[src/rtl/sp_write_arbiter_if.sv]
// Handshake bundle between the ifmap/filter read controllers, the PE and the write arbiter.
// Purely structural: no latency of its own. Backpressure is expressed through the permission and full signals.
interface sp_write_arbiter_if #(
    parameter int AW = 4
);
    logic          valid_if;
    logic          valid_flt;
    logic          done_if;
    logic          done_flt;
    logic          consume_if;
    logic          consume_flt;
    logic          permission_if;
    logic          permission_flt;
    logic [AW-1:0] waddr_if;
    logic [AW-1:0] waddr_flt;
    logic          full_if;
    logic          full_flt;
    logic          empty_if;
    logic          empty_flt;

    // Controller/PE side.
    modport master (
        output valid_if, valid_flt, done_if, done_flt, consume_if, consume_flt,
        input  permission_if, permission_flt, waddr_if, waddr_flt,
        input  full_if, full_flt, empty_if, empty_flt
    );

    // Arbiter side.
    modport slave (
        input  valid_if, valid_flt, done_if, done_flt, consume_if, consume_flt,
        output permission_if, permission_flt, waddr_if, waddr_flt,
        output full_if, full_flt, empty_if, empty_flt
    );
endinterface

[src/rtl/sp_write_arbiter.sv]
// Round-robin arbiter granting ifmap/filter controllers write access to their scratchpads.
// Latency: eligible valid in IDLE -> permission on the next cycle; at least one IDLE cycle between grants.
// Backpressure: a side whose scratchpad is full is not eligible; consumes from the PE free entries.
module sp_write_arbiter #(
    parameter int DEPTH = 16,
    parameter int AW    = 4
) (
    input  logic              clk,
    input  logic              rst,
    sp_write_arbiter_if.slave bus
);
    localparam logic [AW:0]   CNT_FULL  = (AW+1)'(DEPTH);
    localparam logic [AW-1:0] ADDR_LAST = AW'(DEPTH - 1);

    typedef enum logic [1:0] {
        IDLE      = 2'd0,
        GRANT_IF  = 2'd1,
        GRANT_FLT = 2'd2
    } state_t;

    state_t        state;
    state_t        state_nxt;
    logic          prefer_flt;
    logic [AW:0]   cnt_if;
    logic [AW:0]   cnt_flt;
    logic [AW-1:0] waddr_if;
    logic [AW-1:0] waddr_flt;
    logic          perm_if;
    logic          perm_flt;

    logic          full_if;
    logic          full_flt;
    logic          elig_if;
    logic          elig_flt;
    logic          acc_if;
    logic          acc_flt;
    logic          rel_if;
    logic          rel_flt;
    logic          adv_if;
    logic          adv_flt;

    assign full_if  = (cnt_if == CNT_FULL);
    assign full_flt = (cnt_flt == CNT_FULL);
    assign elig_if  = bus.valid_if && !full_if;
    assign elig_flt = bus.valid_flt && !full_flt;

    // A done only counts while that side holds the grant.
    assign acc_if   = bus.done_if && (state == GRANT_IF);
    assign acc_flt  = bus.done_flt && (state == GRANT_FLT);
    assign rel_if   = bus.consume_if && (cnt_if != '0);
    assign rel_flt  = bus.consume_flt && (cnt_flt != '0);

    // A write landing on a full scratchpad with no simultaneous release is dropped.
    assign adv_if   = acc_if && (!full_if || rel_if);
    assign adv_flt  = acc_flt && (!full_flt || rel_flt);

    always_comb begin
        state_nxt = state;
        perm_if   = 1'b0;
        perm_flt  = 1'b0;
        case (state)
            IDLE: begin
                if (elig_if && elig_flt) begin
                    state_nxt = prefer_flt ? GRANT_FLT : GRANT_IF;
                end else if (elig_if) begin
                    state_nxt = GRANT_IF;
                end else if (elig_flt) begin
                    state_nxt = GRANT_FLT;
                end
            end
            GRANT_IF: begin
                perm_if = 1'b1;
                if (bus.done_if) begin
                    state_nxt = IDLE;
                end
            end
            GRANT_FLT: begin
                perm_flt = 1'b1;
                if (bus.done_flt) begin
                    state_nxt = IDLE;
                end
            end
            default: begin
                state_nxt = IDLE;
            end
        endcase
    end

    always_ff @(posedge clk) begin
        if (rst) begin
            state      <= IDLE;
            prefer_flt <= 1'b0;
        end else begin
            state <= state_nxt;
            if (state == IDLE && state_nxt == GRANT_IF) begin
                prefer_flt <= 1'b1;
            end else if (state == IDLE && state_nxt == GRANT_FLT) begin
                prefer_flt <= 1'b0;
            end
        end
    end

    always_ff @(posedge clk) begin
        if (rst) begin
            cnt_if   <= '0;
            waddr_if <= '0;
        end else begin
            if (adv_if && !rel_if) begin
                cnt_if <= cnt_if + (AW+1)'(1);
            end else if (rel_if && !acc_if) begin
                cnt_if <= cnt_if - (AW+1)'(1);
            end
            if (adv_if) begin
                waddr_if <= (waddr_if == ADDR_LAST) ? '0 : waddr_if + AW'(1);
            end
        end
    end

    always_ff @(posedge clk) begin
        if (rst) begin
            cnt_flt   <= '0;
            waddr_flt <= '0;
        end else begin
            if (adv_flt && !rel_flt) begin
                cnt_flt <= cnt_flt + (AW+1)'(1);
            end else if (rel_flt && !acc_flt) begin
                cnt_flt <= cnt_flt - (AW+1)'(1);
            end
            if (adv_flt) begin
                waddr_flt <= (waddr_flt == ADDR_LAST) ? '0 : waddr_flt + AW'(1);
            end
        end
    end

    assign bus.permission_if  = perm_if;
    assign bus.permission_flt = perm_flt;
    assign bus.waddr_if       = waddr_if;
    assign bus.waddr_flt      = waddr_flt;
    assign bus.full_if        = full_if;
    assign bus.full_flt       = full_flt;
    assign bus.empty_if       = (cnt_if == '0);
    assign bus.empty_flt      = (cnt_flt == '0);

    a_perm_excl: assert property (@(posedge clk) disable iff (rst)
        !(perm_if && perm_flt));
    a_cnt_if_max: assert property (@(posedge clk) disable iff (rst)
        cnt_if <= CNT_FULL);
    a_cnt_flt_max: assert property (@(posedge clk) disable iff (rst)
        cnt_flt <= CNT_FULL);
endmodule
[src/flat_wrapper.sv]
// flat-port wrapper written by rule: the top's interface ports become plain ports
module sp_write_arbiter_flat 
#(
    parameter int DEPTH = 16,
    parameter int AW    = 4
)
  (clk, rst, bus_valid_if, bus_valid_flt, bus_done_if, bus_done_flt, bus_consume_if, bus_consume_flt, bus_permission_if, bus_permission_flt, bus_waddr_if, bus_waddr_flt, bus_full_if, bus_full_flt, bus_empty_if, bus_empty_flt);
  sp_write_arbiter_if #(.AW(AW)) bus_i ();
  input  logic clk;
  input  logic rst;
  input wire logic [$bits(bus_i.valid_if)-1:0] bus_valid_if;
  input wire logic [$bits(bus_i.valid_flt)-1:0] bus_valid_flt;
  input wire logic [$bits(bus_i.done_if)-1:0] bus_done_if;
  input wire logic [$bits(bus_i.done_flt)-1:0] bus_done_flt;
  input wire logic [$bits(bus_i.consume_if)-1:0] bus_consume_if;
  input wire logic [$bits(bus_i.consume_flt)-1:0] bus_consume_flt;
  output wire logic [$bits(bus_i.permission_if)-1:0] bus_permission_if;
  output wire logic [$bits(bus_i.permission_flt)-1:0] bus_permission_flt;
  output wire logic [$bits(bus_i.waddr_if)-1:0] bus_waddr_if;
  output wire logic [$bits(bus_i.waddr_flt)-1:0] bus_waddr_flt;
  output wire logic [$bits(bus_i.full_if)-1:0] bus_full_if;
  output wire logic [$bits(bus_i.full_flt)-1:0] bus_full_flt;
  output wire logic [$bits(bus_i.empty_if)-1:0] bus_empty_if;
  output wire logic [$bits(bus_i.empty_flt)-1:0] bus_empty_flt;
  assign bus_i.valid_if = bus_valid_if;
  assign bus_i.valid_flt = bus_valid_flt;
  assign bus_i.done_if = bus_done_if;
  assign bus_i.done_flt = bus_done_flt;
  assign bus_i.consume_if = bus_consume_if;
  assign bus_i.consume_flt = bus_consume_flt;
  assign bus_permission_if = bus_i.permission_if;
  assign bus_permission_flt = bus_i.permission_flt;
  assign bus_waddr_if = bus_i.waddr_if;
  assign bus_waddr_flt = bus_i.waddr_flt;
  assign bus_full_if = bus_i.full_if;
  assign bus_full_flt = bus_i.full_flt;
  assign bus_empty_if = bus_i.empty_if;
  assign bus_empty_flt = bus_i.empty_flt;
  sp_write_arbiter #(.DEPTH(DEPTH), .AW(AW)) u_core (.clk(clk), .rst(rst), .bus(bus_i));
endmodule
[config.mk]
export PLATFORM = sky130hd
export DESIGN_NAME = sp_write_arbiter_flat
export DESIGN_NICKNAME = d
export VERILOG_FILES = /design/src/rtl/sp_write_arbiter_if.sv /design/src/rtl/sp_write_arbiter.sv /design/src/flat_wrapper.sv
export SDC_FILE = /design/constraint.sdc
export NUM_CORES = 1
export LEC_CHECK = 0
export CORE_UTILIZATION = 43
export CTS_CLUSTER_SIZE = 16
export DETAILED_ROUTE_END_ITERATION = 12
export PLACE_DENSITY = 0.66
export SYNTH_ARGS = -nofsm -noshare
export SYNTH_HDL_FRONTEND = slang
export SYNTH_SLANG_ARGS = --single-unit
export TNS_END_PERCENT = 100
[constraint.sdc]
create_clock -name clk -period 4.9 [get_ports clk]
set_input_delay 0.98 -clock clk [delete_from_list [all_inputs] [get_ports clk]]
set_output_delay 0.98 -clock clk [all_outputs]
set_load 0.01 [all_outputs]
==> impl_metrics.csv, run 1 <==
group,metric,value,unit
status,status,"complete, no violations",
floorplan,core.rowCount,20,
power_and_ir_drop,worst_ir_drop_vdd,0.000253,V
synthesis,synth.area.top_cells,"dfxtp_1 (29%), ha_1 (6.9%), a211oi_1 (3.6%)",
sta,rsz0062_at_grt,"no",
global_route,grt_first_pass_wirelength,5.37,mm
placed_design,post-place-ws,1.40,ns
floorplan,initial_core_util,0.465,
setup_path,crit_path_cell_trace,"clkdlybuf4s50_1 -> and3b_1 -> o211ai_4 -> ha_1 -> or2_2 -> o22a_1 -> or4_1 -> a31oi_1",
global_route,grt_max_degree,24,
power_and_ir_drop,p_per_area,518,nW/um^2
finish,nets,203,
placed_design,io_buffer_count,21,
synthesis,synth_edf_count,0,
global_route,grt-ovfl-total,0,
global_route,grt_pass1_vias,1172,
sta,period_needed,3.24,ns
synthesis,synth.top_cell.area_share,0.289,
power_and_ir_drop,comb_power_share,0.598,
synthesis,netlist_area,1460,sq um
finish,syn2layout_area_growth,18.5,%
clock_tree,cts_resized,0,
setup_path,cp.arrival,3.46,ns
drt,dr.pass1.iters,5,
clock_tree,cts_setup_buffers,0,
clock_tree,cts_hold_buf,0,
setup_path,path_buf_inv,1,
synthesis,ys_seq_elements,21,
setup_path,crit_required,5.12,ns
synthesis,async_reset_ff_frac,0,
floorplan,dieArea,3620,sq um
sta,fin_crit_sh,0.661,
worst_hold_path,hold_path_class,"reg2reg",
placed_design,dp_hpwl,2.37,mm
drt,wire_per_inst,14.0,microns
placed_design,gp_congestion,0.853,
synthesis,synth.distinct_cells,48,
global_route,grt_use_total,0.194,
finish,final_area,1720,sq um
synthesis,synth_nets,181,
finish,multi_input_area,963,sq um
synthesis,synthFlopType,"dfxtp_1",
floorplan,ios,22,
setup_path,cp-end-kind,"register",
power_and_ir_drop,p_switching,393,uW
setup_path,crit_path_start_kind,"primary input",
synthesis,syn_avg_cell_area,8.93,sq um
sta,hold_viol,0,
clock_tree,clkTransAtPathRegs,0.12,ns
finish,diodes,0,
sta,drv_slew,0,
power_and_ir_drop,leakagePower,0.678,nW
drt,vias_per_cell,5.79,
drt,drt_iter0_markers,55,
clock_tree,cts_buffers,3,
power_and_ir_drop,internal_power,500,uW
power_and_ir_drop,seqPwrFrac,0.308,
setup_path,critPathKind,"in2reg",
clock_tree,cts.sinks,21,
sta,worstMarginPinSlew,0.880,ns
synthesis,yosys_warnings,0,
setup_path,crit_fanout,7,
clock_tree,h-tree-depth,1,
sta,fmax,309,MHz
synthesis,synth_common_cells,"dfxtp_1 (21), nor2_1 (12), inv_1 (11)",
floorplan,fp.coreArea,3130,sq um
drt,wirelength,3.19,mm
power_and_ir_drop,switching_share,0.440,
synthesis,yosysTopAreaCell,"dfxtp_1",
global_route,grt_antenna_before_repair,0,
setup_path,path_delay_family,"simple AND/OR/NAND/NOR gates",
sta,setup_viol,0,
sta,fin_skew,0.00126,ns
floorplan,die_h,60.2,microns
setup_path,cp_slowest_stage_delay,0.51,ns
sta,setup_tns,0,ns
power_and_ir_drop,clkPwrFrac,0.094,
synthesis,seq_area_frac_synth,0.289,
finish,drive_gt1_frac,0.109,
drt,drc_errors,0,
job,cap_violations,0,
clock_tree,cts_root_buf,"clkbuf_4",
floorplan,die_w,60.2,microns
drt,ant_nets,0,
placed_design,place_area,1700,sq um
synthesis,synth_most_common_cell,"dfxtp_1",
setup_path,cp_slowest_cell,"clkdlybuf4s50_1",
sta,slew_headroom,0.412,
sta,setup_ws,1.66,ns
clock_tree,clockBufferDepth,2,
finish,fillers,300,
drt,vias,1320,
synthesis,synthCells,163,
clock_tree,clock_latency,0.30,ns
finish,register_area,420,sq um
sta,fin_hold_ws,0.537,ns
clock_tree,cts_tree,"yes",
## worst register-to-register path: stages (launching register included)
cell,delay [ns]
dfxtp_1,0.38
or4_4,0.61
o211ai_4,0.32
ha_1,0.34
nor2b_1,0.16
o22a_1,0.21
or4_1,0.49
a31oi_1,0.17
## flip-flops by register name, indices dropped and copies added, names as in the netlist
signal	flops
u_core.cnt_flt	5
u_core.state	2
u_core.prefer_flt	1
u_core.bus.waddr_flt	4
u_core.cnt_if	5
u_core.bus.waddr_if	4
## area by class of cell
cell class,instances,area share
Clock buffer,4,0.0152
Inverter,13,0.0283
Multi-Input combinational cell,125,0.559
Sequential cell,21,0.244
Tap cell,44,0.0319
Timing Repair Buffer,21,0.122
## logic make-up (layout without fill, tap and decap cells)
| kind of cell | Yosys count | after routing | share of synthesized area |
|---|---|---|---|
| AO/OA/AOI/OAI | 52 | 52 | 0.285 |
| XOR/XNOR | 4 | 4 | 0.0241 |
| adder cells (fa/ha/maj) | 10 | 10 | 0.0963 |
| buffers and inverters | 17 | 38 | 0.0490 |
| flip-flops | 21 | 21 | 0.289 |
| multiplexers | 6 | 6 | 0.0456 |
| AND/OR/NAND/NOR | 53 | 53 | 0.211 |
## power by group through the flow
stage / Combinational (mW) / Sequential [mW] / Clock (mW)
after floorplan: 0.422 / 0.260 / 0
after global placement: 0.512 / 0.275 / 0
after detailed placement: 0.528 / 0.277 / 0
after CTS: 0.530 / 0.273 / 0.0888
after global routing: 0.591 / 0.281 / 0.0956
final: 0.534 / 0.275 / 0.0839
## per-stage QoR
| stage | power, mW | utilization | cells |
|---|---|---|---|
| 2_1_floorplan | 0.682 | - | 163 |
| 3_3_place_gp | 0.787 | 0.543 | 224 |
| 3_5_place_dp | 0.805 | 0.543 | 224 |
| 4_1_cts | 0.892 | 0.551 | 228 |
| 5_1_grt | 0.968 | 0.551 | 228 |
| 6_report | 0.893 | 0.551 | 228 |
## per-layer routing
layer | global-route usage | part of all wire | wire length [microns]
met3 | 0.0195 | 0.025 | 81
met2 | 0.319 | 0.47 | 1500
met5 | 0 | 0 | 0
met4 | 0.0598 | 0.0041 | 13
met1 | 0.264 | 0.50 | 1590
## path summary, 6_finish.rpt
kind,from,end,slack (ns),cells after the start
max,bus_done_if,u_core.cnt_if[4],1.66,8
min,u_core.bus.waddr_flt[3],u_core.bus.waddr_flt[3],0.54,1
max reg2reg,u_core.cnt_if[0],u_core.cnt_if[4],2.14,7
min reg2reg,u_core.bus.waddr_flt[3],u_core.bus.waddr_flt[3],0.54,1
## layout by cell type (no fill, tap or decap), types with 2 or more instances in the layout
cell type and instances:
nor3_1 2, o211ai_1 2, ha_1 8, xor2_1 2
inv_1 11, or2_2 2, a2111oi_0 2, o221ai_1 4
and3_1 3, clkdlybuf4s50_1 21, o41ai_1 2, nand2_1 7
o22a_1 2, clkbuf_4 3, nor2b_1 6, a21oi_1 7
dfxtp_1 21, o21ai_1 3, a31oi_1 6, o21ai_0 2
or4_1 2, and3b_1 2, nand3_1 6, fa_1 2
nand3b_1 3, or4_4 2, o211ai_2 2, a31o_2 2
o211ai_4 2, xnor2_1 2, a211oi_1 7, mux2i_1 4
nand2b_1 2, inv_2 2, a21o_1 2, o311ai_1 2
nor2_1 12
No activity file was read; power rests on OpenSTA's default activity.
==> run 2: changes to the inputs <==
==> constraint.sdc (replaced) <==
create_clock -name clk -period 3.2 [get_ports clk]
set_input_delay 0.64 -clock clk [delete_from_list [all_inputs] [get_ports clk]]
set_output_delay 0.64 -clock clk [all_outputs]
set_load 0.01 [all_outputs]
==> run 2 against run 1 <==
Against the previous run: die area did not move; critical path depth is 1 lower; highest routed layer unchanged; setup slack got worse by 1.2 ns; clock power up 59%; sequential share of layout area fell by 0.64 points; non-clock buffer count is 6 higher; clock skew up 0.0042 ns.
==> impl_metrics.csv, run 2 (synthesized netlist as in run 1, its figures left out) <==
group,metric,value,unit
status,status,"complete, no violations",
drt,wire_per_inst,13.8,microns
global_route,grt_first_pass_wirelength,5.44,mm
sta,slew_headroom,0.602,
floorplan,ios,22,
drt,vias_per_cell,5.71,
power_and_ir_drop,switching_share,0.440,
sta,setup_tns,0,ns
worst_hold_path,hold_path_class,"reg2reg",
clock_tree,cts_setup_buffers,0,
sta,worstMarginPinSlew,0.581,ns
worst_hold_path,hold_start,"u_core.cnt_if[2]",
sta,setup_viol,0,
setup_path,r2r_end,"u_core.cnt_if[3]",
setup_path,crit_fanout,7,
placed_design,gp_congestion,0.819,
placed_design,place_area,1740,sq um
clock_tree,h-tree-depth,1,
finish,final_area,1770,sq um
sta,fmax,362,MHz
finish,diodes,0,
power_and_ir_drop,p_per_area,779,nW/um^2
clock_tree,cts_resized,0,
power_and_ir_drop,clkPwrFrac,0.096,
power_and_ir_drop,p_switching,607,uW
finish,syn2layout_area_growth,21.7,%
sta,rsz0062_at_grt,"no",
setup_path,cp-end-kind,"register",
setup_path,reg2reg_from,"u_core.cnt_if[0]",
job,cap_violations,0,
global_route,grt_antenna_before_repair,0,
global_route,grt_pass1_vias,1222,
clock_tree,clock_latency,0.31,ns
worst_hold_path,hold_end,"u_core.cnt_if[2]",
finish,register_area,420,sq um
drt,wirelength,3.23,mm
floorplan,fp.coreArea,3130,sq um
floorplan,initial_core_util,0.465,
setup_path,crit_required,3.46,ns
drt,ant_nets,0,
setup_path,cp_slowest_cell,"or4_4",
setup_path,cp.arrival,3.03,ns
floorplan,core.rowCount,20,
drt,drc_errors,0,
sta,period_needed,2.76,ns
worst_hold_path,holdPathStages,2,
power_and_ir_drop,worst_ir_drop_vdd,0.000375,V
global_route,grt_use_total,0.199,
finish,multi_input_area,963,sq um
clock_tree,cts.sinks,21,
floorplan,dieArea,3620,sq um
setup_path,r2r_cells,7,
power_and_ir_drop,leakagePower,0.711,nW
global_route,grt_max_degree,13,
clock_tree,clkTransAtPathRegs,0.13,ns
placed_design,io_buffer_count,21,
drt,vias,1336,
setup_path,r2r_setup_slack,0.44,ns
floorplan,die_h,60.2,microns
sta,fin_skew,0.00545,ns
finish,final_cell_mix,"clkdlybuf4s50_1 (21), dfxtp_1 (21), nor2_1 (12), inv_1 (11), ha_1 (8)",
sta,hold_viol,0,
clock_tree,cts_hold_buf,0,
clock_tree,cts_buffers,3,
finish,fillers,301,
power_and_ir_drop,internal_power,773,uW
sta,drv_slew,0,
power_and_ir_drop,seqPwrFrac,0.306,
clock_tree,clockBufferDepth,2,
sta,fin_crit_sh,0.864,
setup_path,critPathKind,"reg2reg",
finish,reg_top3,"u_core.cnt_flt (5), u_core.cnt_if (5)",
placed_design,dp_hpwl,2.51,mm
setup_path,crit_path_cell_trace,"or4_4 -> o211ai_4 -> ha_1 -> a21o_2 -> and3_1 -> a2111oi_0 -> mux2_4",
power_and_ir_drop,comb_power_share,0.597,
drt,dr.pass1.iters,4,
setup_path,crit_path_start_kind,"register",
finish,nets,209,
clock_tree,cts_root_buf,"clkbuf_4",
finish,drive_gt1_frac,0.142,
setup_path,cp_slowest_stage_delay,0.62,ns
drt,drt_iter0_markers,54,
floorplan,die_w,60.2,microns
global_route,grt-ovfl-total,0,
clock_tree,cts_tree,"yes",
[run 2: final cells by class]
cell class | count | share of cell area
clock inverters | 1 | 0.00283
clock buffers | 3 | 0.0127
flip-flops and latches | 21 | 0.237
well taps | 44 | 0.0311
inverters | 13 | 0.0276
repair buffers | 27 | 0.144
multi-input cells | 125 | 0.544
[run 2: how the worst max path moves through the flow]
stage	start	end	cells past startpoint
4_1_cts	u_core.cnt_if[0]	u_core.cnt_if[3]	7
5_1_grt	u_core.cnt_if[0]	u_core.cnt_if[4]	7
6_report	u_core.cnt_if[0]	u_core.cnt_if[3]	7
2_1_floorplan	u_core.cnt_if[0]	u_core.cnt_if[4]	8
3_3_place_gp	bus_done_if	u_core.cnt_if[4]	8
3_5_place_dp	bus_done_if	u_core.cnt_if[4]	8
[run 2: power by group through the flow]
| stage | logic, mW | registers (mW) | clock network, mW |
|---|---|---|---|
| finish | 0.824 | 0.423 | 0.133 |
| global route | 0.919 | 0.436 | 0.148 |
| CTS | 0.823 | 0.420 | 0.139 |
| detailed placement | 0.820 | 0.424 | 0 |
| global placement | 0.793 | 0.420 | 0 |
| floorplan | 0.646 | 0.397 | 0 |
[run 2: metrics by stage]
step	setup slack [ns]	power [mW]	utilization	hold slack (ns)	instances
6_report	0.435	1.38	0.566	0.547	234
5_1_grt	0.284	1.50	0.566	0.574	234
4_1_cts	0.448	1.38	0.566	0.545	234
3_5_place_dp	0.192	1.24	0.557	0.524	230
3_3_place_gp	0.226	1.21	0.557	0.511	230
2_1_floorplan	0.614	1.04	-	0.486	163
[run 2: metal layers]
| layer | global-route usage | share of wire |
|---|---|---|
| met3 | 0.0455 | 0.030 |
| met2 | 0.339 | 0.48 |
| met4 | 0.0565 | 0.0093 |
| met1 | 0.249 | 0.48 |
| met5 | 0 | 0 |
[run 2: worst max-delay path, delay by kind of cell, from the launching register on]
family / cells / cell delay [ns]
AOI/OAI and AO/OA: 3 / 1.01
adders and majority gates: 1 / 0.29
DFF: 1 / 0.39
muxes: 1 / 0.25
and+or+nand+nor: 2 / 0.78
==> run 3: changes to the inputs <==
--- a/config.mk
+++ b/config.mk
@@ -5,10 +5,12 @@
 export SDC_FILE = /design/constraint.sdc
 export NUM_CORES = 1
 export LEC_CHECK = 0
+export CORE_MARGIN = 5
 export CORE_UTILIZATION = 43
+export CTS_CLUSTER_DIAMETER = 150
 export CTS_CLUSTER_SIZE = 16
 export DETAILED_ROUTE_END_ITERATION = 12
-export PLACE_DENSITY = 0.66
+export DONT_BUFFER_PORTS = 1
 export SYNTH_ARGS = -nofsm -noshare
 export SYNTH_HDL_FRONTEND = slang
 export SYNTH_SLANG_ARGS = --single-unit
==> run 3 against run 2 <==
Against the previous run: non-clock buffer count fell by 27; global-route usage is 4.8 points lower; critical path type unchanged; clock skew decreased by 0.00094 ns; critical endpoint is now u_core.cnt_if[4]; cell count decreased by 11%; final area shrank 14%; via count shrank 8.5%; core utilization fell by 11 points; combinational power down 12%.
==> impl_metrics.csv, run 3 (synthesized netlist as in run 1, its figures left out) <==
group,metric,value,unit
finish,finalNonFillerCells,209,
power_and_ir_drop,seqPwrFrac,0.331,
floorplan,die_w,68.2,microns
power_and_ir_drop,comb_power_share,0.567,
clock_tree,cts.sinks,21,
power_and_ir_drop,switching_share,0.457,
floorplan,fp.coreArea,3310,sq um
setup_path,crit_path_start_kind,"register",
placed_design,gp_congestion,0.833,
sta,fin_skew,0.00451,ns
sta,fin_crit_sh,0.855,
setup_path,cp-end-kind,"register",
sta,period_needed,2.74,ns
global_route,grt_max_degree,24,
setup_path,cp-startpoint,"u_core.cnt_if[0]",
status,status,"complete, no violations",
sta,worstMarginPinSlew,0.552,ns
clock_tree,h-tree-depth,1,
sta,fin_hold_ws,0.383,ns
drt,vias_per_cell,5.85,
setup_path,reg2reg_from,"u_core.cnt_if[0]",
global_route,grt_use_total,0.151,
finish,nets,182,
worst_hold_path,hold_path_class,"in2reg",
floorplan,ios,22,
sta,hold_viol,0,
finish,drive_gt1_frac,0.123,
floorplan,die_h,68.2,microns
setup_path,cp_slowest_cell,"or4_4",
global_route,grt_pass1_vias,1217,
global_route,grt-ovfl-total,0,
finish,reg_top3,"u_core.cnt_flt (5), u_core.cnt_if (5)",
clock_tree,cts_hold_buf,0,
sta,setup_ws,0.463,ns
sta,fmax,365,MHz
drt,wirelength,3.14,mm
finish,syn2layout_area_growth,4.21,%
worst_hold_path,hold_start,"rst",
drt,wire_per_inst,15.0,microns
clock_tree,cts_tree,"yes",
setup_path,critPathKind,"reg2reg",
power_and_ir_drop,p_switching,584,uW
setup_path,cp.arrival,2.98,ns
power_and_ir_drop,worst_ir_drop_vdd,0.000304,V
sta,setup_viol,0,
global_route,grt_first_pass_wirelength,5.44,mm
drt,dr.pass1.iters,4,
sta,slew_headroom,0.629,
clock_tree,cts_setup_buffers,0,
floorplan,dieArea,4650,sq um
clock_tree,cts_buffers,3,
power_and_ir_drop,p_per_area,843,nW/um^2
clock_tree,clock_latency,0.30,ns
setup_path,crit_path_cell_trace,"or4_4 -> o211ai_4 -> ha_1 -> nor2b_1 -> o22a_1 -> or4_1 -> a31oi_1",
power_and_ir_drop,clkPwrFrac,0.102,
drt,vias,1223,
finish,final_area,1520,sq um
placed_design,post-place-ws,0.503,ns
sta,rsz0062_at_grt,"no",
placed_design,place_inst,205,
power_and_ir_drop,p_total,1.28,mW
clock_tree,clkTransAtPathRegs,0.12,ns
finish,diodes,0,
drt,drt_iter0_markers,52,
clock_tree,cts_root_buf,"clkbuf_4",
placed_design,io_buffer_count,0,
sta,drv_slew,0,
power_and_ir_drop,internal_power,695,uW
drt,drc_errors,0,
finish,final_cell_mix,"dfxtp_1 (21), nor2_1 (12), inv_1 (11), ha_1 (8)",
finish,final_core_util,0.458,
setup_path,cp_slowest_stage_delay,0.62,ns
drt,ant_nets,0,
setup_path,crit_fanout,7,
power_and_ir_drop,leakagePower,0.602,nW
placed_design,place_area,1490,sq um
global_route,grt_antenna_before_repair,0,
clock_tree,clockBufferDepth,2,
finish,final_common_cell,"dfxtp_1",
job,cap_violations,0,
clock_tree,cts_resized,0,
setup_path,crit_required,3.44,ns
floorplan,core.rowCount,21,
placed_design,dp_hpwl,2.46,mm
floorplan,initial_core_util,0.440,
sta,setup_tns,0,ns
run 3: routing by layer:
| metal | global-route usage | wire length, microns | up-vias |
|---|---|---|---|
| met5 | 0 | 0 | - |
| met3 | 0.0460 | 139 | 4 |
| met1 | 0.181 | 1410 | 577 |
| li1 | - | - | 625 |
| met4 | 0.0447 | 36 | 0 |
| met2 | 0.258 | 1550 | 17 |
run 3: path summary, 6_finish.rpt:
| path | end | slack, ns | cells past startpoint |
|---|---|---|---|
| max | u_core.cnt_if[4] | 0.46 | 7 |
| min | u_core.cnt_flt[2] | 0.38 | 1 |
| max reg2reg | u_core.cnt_if[4] | 0.46 | 7 |
| min reg2reg | u_core.cnt_if[2] | 0.54 | 2 |
run 3: area by class of cell:
class | instances | area (sq um)
Fill cell | 332 | 1790
Multi-Input combinational cell | 125 | 963
Tap cell | 46 | 57.6
Inverter | 13 | 48.8
Sequential cell | 21 | 420
Clock buffer | 4 | 26.3
run 3: power groups by stage:
stage               Sequential (mW)  Combinational (mW)  Clock [mW]
global placement              0.420               0.707           0
finish                        0.423               0.726       0.130
CTS                           0.421               0.731       0.137
floorplan                     0.397               0.646           0
detailed placement            0.426               0.728           0
global route                  0.436               0.818       0.150
run 3: critical path, delay by kind of cell, from the launching register on:
family          cells  cell delay, ns
flops               1            0.38
fa+ha+maj           1            0.34
simple gates        3            1.26
compound gates      3            0.69
